--- src/rtl/stream_packer.sv ---
// stream_packer: packs SCALE narrow stream words into one wide word with keep/last.
// Build option STREAM_PACKER_MSB_FIRST_EN places the first word of a group in the top lane.
module stream_packer #(
  parameter int DW_IN  = 16,
  parameter int SCALE  = 3,
  parameter int DW_OUT = DW_IN * SCALE
) (
  input  logic              clk,
  input  logic              rst,
  input  logic [DW_IN-1:0]  s_data_i,
  input  logic              s_valid_i,
  input  logic              s_last_i,
  output logic              s_ready_o,
  output logic [DW_OUT-1:0] m_data_o,
  output logic [SCALE-1:0]  m_keep_o,
  output logic              m_last_o,
  output logic              m_valid_o,
  input  logic              m_ready_i
);

  localparam int CW = $clog2(SCALE);

  logic [DW_OUT-1:0] acc;
  logic [SCALE-1:0]  acc_keep;
  logic [CW-1:0]     cnt;
  logic [CW-1:0]     lane;
  logic [DW_OUT-1:0] acc_nxt;
  logic [SCALE-1:0]  keep_nxt;
  logic              in_fire;
  logic              out_fire;
  logic              done;

  assign s_ready_o = !m_valid_o || m_ready_i;
  assign in_fire   = s_valid_i && s_ready_o;
  assign out_fire  = m_valid_o && m_ready_i;
  assign done      = (cnt == CW'(SCALE - 1)) || s_last_i;

`ifdef STREAM_PACKER_MSB_FIRST_EN
  assign lane = CW'(SCALE - 1) - cnt;
`else
  assign lane = cnt;
`endif

  // Merge the incoming word into its lane of the accumulator
  always_comb begin
    acc_nxt  = acc;
    keep_nxt = acc_keep;
    for (int k = 0; k < SCALE; k++) begin
      if (lane == CW'(k)) begin
        acc_nxt[DW_IN*k +: DW_IN] = s_data_i;
        keep_nxt[k]               = 1'b1;
      end
    end
  end

  // Accumulate words and hand finished groups to the output register
  always_ff @(posedge clk) begin
    if (rst) begin
      acc       <= '0;
      acc_keep  <= '0;
      cnt       <= '0;
      m_data_o  <= '0;
      m_keep_o  <= '0;
      m_last_o  <= 1'b0;
      m_valid_o <= 1'b0;
    end else begin
      if (out_fire) begin
        m_valid_o <= 1'b0;
      end
      if (in_fire) begin
        if (done) begin
          m_data_o  <= acc_nxt;
          m_keep_o  <= keep_nxt;
          m_last_o  <= s_last_i;
          m_valid_o <= 1'b1;
          acc       <= '0;
          acc_keep  <= '0;
          cnt       <= '0;
        end else begin
          acc      <= acc_nxt;
          acc_keep <= keep_nxt;
          cnt      <= cnt + 1'b1;
        end
      end
    end
  end

endmodule

--- config.mk ---
export PLATFORM = sky130hd
export DESIGN_NAME = stream_packer
export DESIGN_NICKNAME = d
export VERILOG_FILES = /design/src/rtl/stream_packer.sv
export SDC_FILE = /design/constraint.sdc
export NUM_CORES = 1
export LEC_CHECK = 0
export ABC_CLOCK_PERIOD_IN_PS = 1560
export BUFFER_PORTS_ARGS = -buffer_cell sky130_fd_sc_hd__clkbuf_2
export CORE_AREA = 3 3 99 101
export DETAILED_ROUTE_END_ITERATION = 12
export DIE_AREA = 0 0 102 104
export MAX_ROUTING_LAYER = met4
export PLACE_DENSITY_LB_ADDON = 0.05
export SLEW_MARGIN = 20
export SYNTH_ARGS = -nofsm -noshare
export SYNTH_HDL_FRONTEND = slang
export SYNTH_SLANG_ARGS = --single-unit
--- constraint.sdc ---
create_clock -name clk -period 1.56 [get_ports clk]
set_input_delay 0.312 -clock clk [delete_from_list [all_inputs] [get_ports clk]]
set_output_delay 0.312 -clock clk [all_outputs]
set_load 0.01 [all_outputs]
==> metrics.md <==
| Metric | Value |
|---|---|
| Outcome | completed |
| Period utilisation layout | 99.2% |
| RR Startpoint | m_valid_o |
| First-pass GRT wire length | 18800 um |
| IR drop worst, VDD | 0.459 mV |
| Clock transition at path regs | 0.10 ns |
| Post-synth cell types | 29 |
| Crit path from | m_valid_o |
| Reg-to-Reg End | m_data_o[1] |
| Top-area cell type share of the netlist area | 48.0% |
| Initial DRC count | 168 |
| Synth Area in Adders | 0.849% |
| I/O pin count | 75 |
| Die width | 102 um |
| RSZ-0062 raised after global routing | true |
| Synth Area in XOR/XNOR | 0% |
| CORE AREA | 9110 um2 |
| Slowest Stage Delay on Critical Path | 0.35 ns |
| CP arrival | 1.24 ns |
| Worst slew pin tran | 0.646 ns |
| Commonest cells in the netlist | dfxtp_1, a31oi_1, a211oi_1, mux2i_1, inv_1 |
| Area Growth Syn to Fin | 25.6% |
| TritonCTS clock tree | built |
| P_int | 0.00403 W |
| Final Setup Violations | 0 |
| Core Util, Final | 61.0% |
| Fmax | 0.646 GHz |
| Starting Density | 48.5% |
| Mapped Area | 4420 um2 |
| Clock sink total | 106 |
| Multiplexer share of the synthesized area | 10.9% |
| DRC | 0 |
| Ys async rst share | 0% |
| #FFs+latches synth | 106 |
| Critical path, cell by cell | nor2b_4 -> buf_6 -> inv_8 -> buf_12 -> buf_6 |
| Most used cell, CP | buf_6 |
| CP Launch Type | flop |
| Final net count | 544 |
| R2r worst-path depth | 6 |
| Clock group share of total power | 30.6% |
| Worst Hold Class | input pin to flop |
| Switching share of power | 27.8% |
| I/O Buffers | 74 |
| Die height | 104 um |
| Worst setup EP type | output port |
| Clk_lat worst skew | 0.37 ns |
| Vias in the first global route | 3466 |
| Max-slew violation count | 0 |
| Share of post-route cells with drive strength above 1 | 31.5% |
| Total nets after synthesis | 462 |
| Top-count cell post-synth | dfxtp_1 |
| Synth Area in Simple Gates | 7.50% |
| Initial antenna violation count | 0 |
| Largest family of logic cells by synthesized area | compound AO/OA/AOI/OAI gates |
| Area contributors post-synth | dfxtp_1, mux2i_1, a211oi_1, a31oi_1, o32ai_1 |
| Total gr overflow | 0 |
| Worst Setup Path Type | flop to output port |
| Dpl hpwl | 7260 um |
| DR WL/cell | 18.6 um |
| Vias per cell | 5.75 |
| Critical Path Sink | s_ready_o |
| Critical path data required time | 1.25 ns |
| Switch Pwr | 0.00155 W |
| Final Wtd Congestion | 0.796 |
| Max-cap violations | 0 |
| Total Routing Usage GR | 23.0% |
| Sequential area share after synthesis | 48.0% |
| Clk_skew | 0.0186 ns |
| Dominant cell type by area after synthesis | dfxtp_1 |
| Die footprint | 10600 um2 |
| Worst-path maximum fanout | 2 |
| Power per standard cell area | 1010 nW/um2 |
| Sequential power share | 52.0% |
| Routed Antenna Nets | 0 |
| Ys flop type | dfxtp_1 |
| Compound-gate portion of the synthesized area | 23.9% |
| TNS Setup | 0 ns |
| Largest buffer count on any clock path | 2 |
| Cell count after synthesis | 438 |
| Largest net degree at the start of global routing | 61 |
| Num CTS Buffers | 9 |
| Clk root buf | clkbuf_8 |
| Post-route minimum period | 1.55 ns |
| Final WS setup | 0.0125 ns |
| EDFF count, synth | 0 |
| Gate power share | 17.4% |
| Number of diodes | 0 |
| Synth warnings | 0 |
| Place WS | -0.231 ns |
| Syn_area_per_cell | 10.1 um2 |
| Slew HR | 57.0% |
| Slowest CP cell | dfxtp_2 |
| P_leak | 2.10 nW |
| Drt pass-1 iters | 4 |
| FP Rows | 35 |
| Vias after detailed routing | 3646 |
| Final hold viol count | 0 |
| H-Tree Depth | 3 |
| Worst reg2reg setup slack | 0.05 ns |
| Total wire length | 11800 um |
==> flip-flops by register name (all words and copies together), names as in the netlist <==
register   count
cnt            2
acc_keep       3
acc           48
m_last_o       1
m_valid_o      1
m_keep_o       3
m_data_o      48
==> timing repair <==
| item | CTS | global route |
|---|---|---|
| gates resized for setup | 37 | 21 |
| gates cloned | 1 | 0 |
| hold buffers | 0 | 0 |
| pin swaps | 13 | 4 |
| buffers inserted | 12 | 7 |
| endpoints found under the setup margin | 105 | 45 |
==> stage by stage <==
step           cells  hold slack, ns  total power (W)  instance area, um2
2_1_floorplan    438           0.429          0.00349                4430
4_1_cts          627           0.240          0.00555                5390
3_5_place_dp     601           0.443          0.00379                4930
6_report         634           0.294          0.00559                5550
3_3_place_gp     601           0.441          0.00377                4920
5_1_grt          634           0.297          0.00584                5550
==> layout make-up <==
cell class | count | area [um2]
Inverter | 37 | 146
Multi-Input combinational cell | 247 | 2080
Clock buffer | 10 | 138
Tap cell | 111 | 139
Sequential cell | 106 | 2130
Timing Repair Buffer | 119 | 876
Fill cell | 778 | 3550
Clock inverter | 4 | 53.8
==> layer usage <==
layer	up-vias	global-route usage [%]	routed length, um
li1	1796	-	-
met1	1757	32.6	5730
met2	85	34.4	5520
met3	8	3.82	391
met4	0	5.06	117
met5	-	-	0
==> critical path, delay by kind of cell (launching register included) <==
family	cells	cell delay, ns
buf+inv	4	0.37
flops	1	0.35
simple gates	1	0.15
==> power by group through the flow <==
stage               registers [W]  logic [W]  clock network (W)
finish                    0.00290   0.000974            0.00171
global route              0.00292    0.00106            0.00186
CTS                       0.00290   0.000910            0.00174
detailed placement        0.00296   0.000829                  0
global placement          0.00296   0.000816                  0
floorplan                 0.00300   0.000490                  0
==> worst min path at each step <==
stage,start,end,slack [ns],cells past startpoint
2_1_floorplan,acc[32],acc[32],0.43,1
3_3_place_gp,acc[42],acc[42],0.44,1
3_5_place_dp,acc[33],acc[33],0.44,1
4_1_cts,s_last_i,m_last_o,0.24,3
5_1_grt,s_data_i[2],acc[2],0.30,3
6_report,s_data_i[2],acc[2],0.29,3
==> cells in the final DEF, fill, tap and decap left out, drive strengths merged, types with 2 or more instances in the layout <==
cell      count
nand4         3
nand3         2
mux2i        48
ha            3
nor3          8
buf          47
inv          37
a211oi       51
a31oi        54
clkinvlp      2
a21oi         4
o32ai        32
clkbuf       82
and2         17
dfxtp       106
nand2b       16
nor2          4
==> cells by family after synthesis <==
logic type | count (synthesis)
compound gates | 144
flops | 106
buf+inv | 85
simple gates | 52
mux | 48
fa+ha+maj | 3
Note: power is estimated with default switching activity, not from simulation.
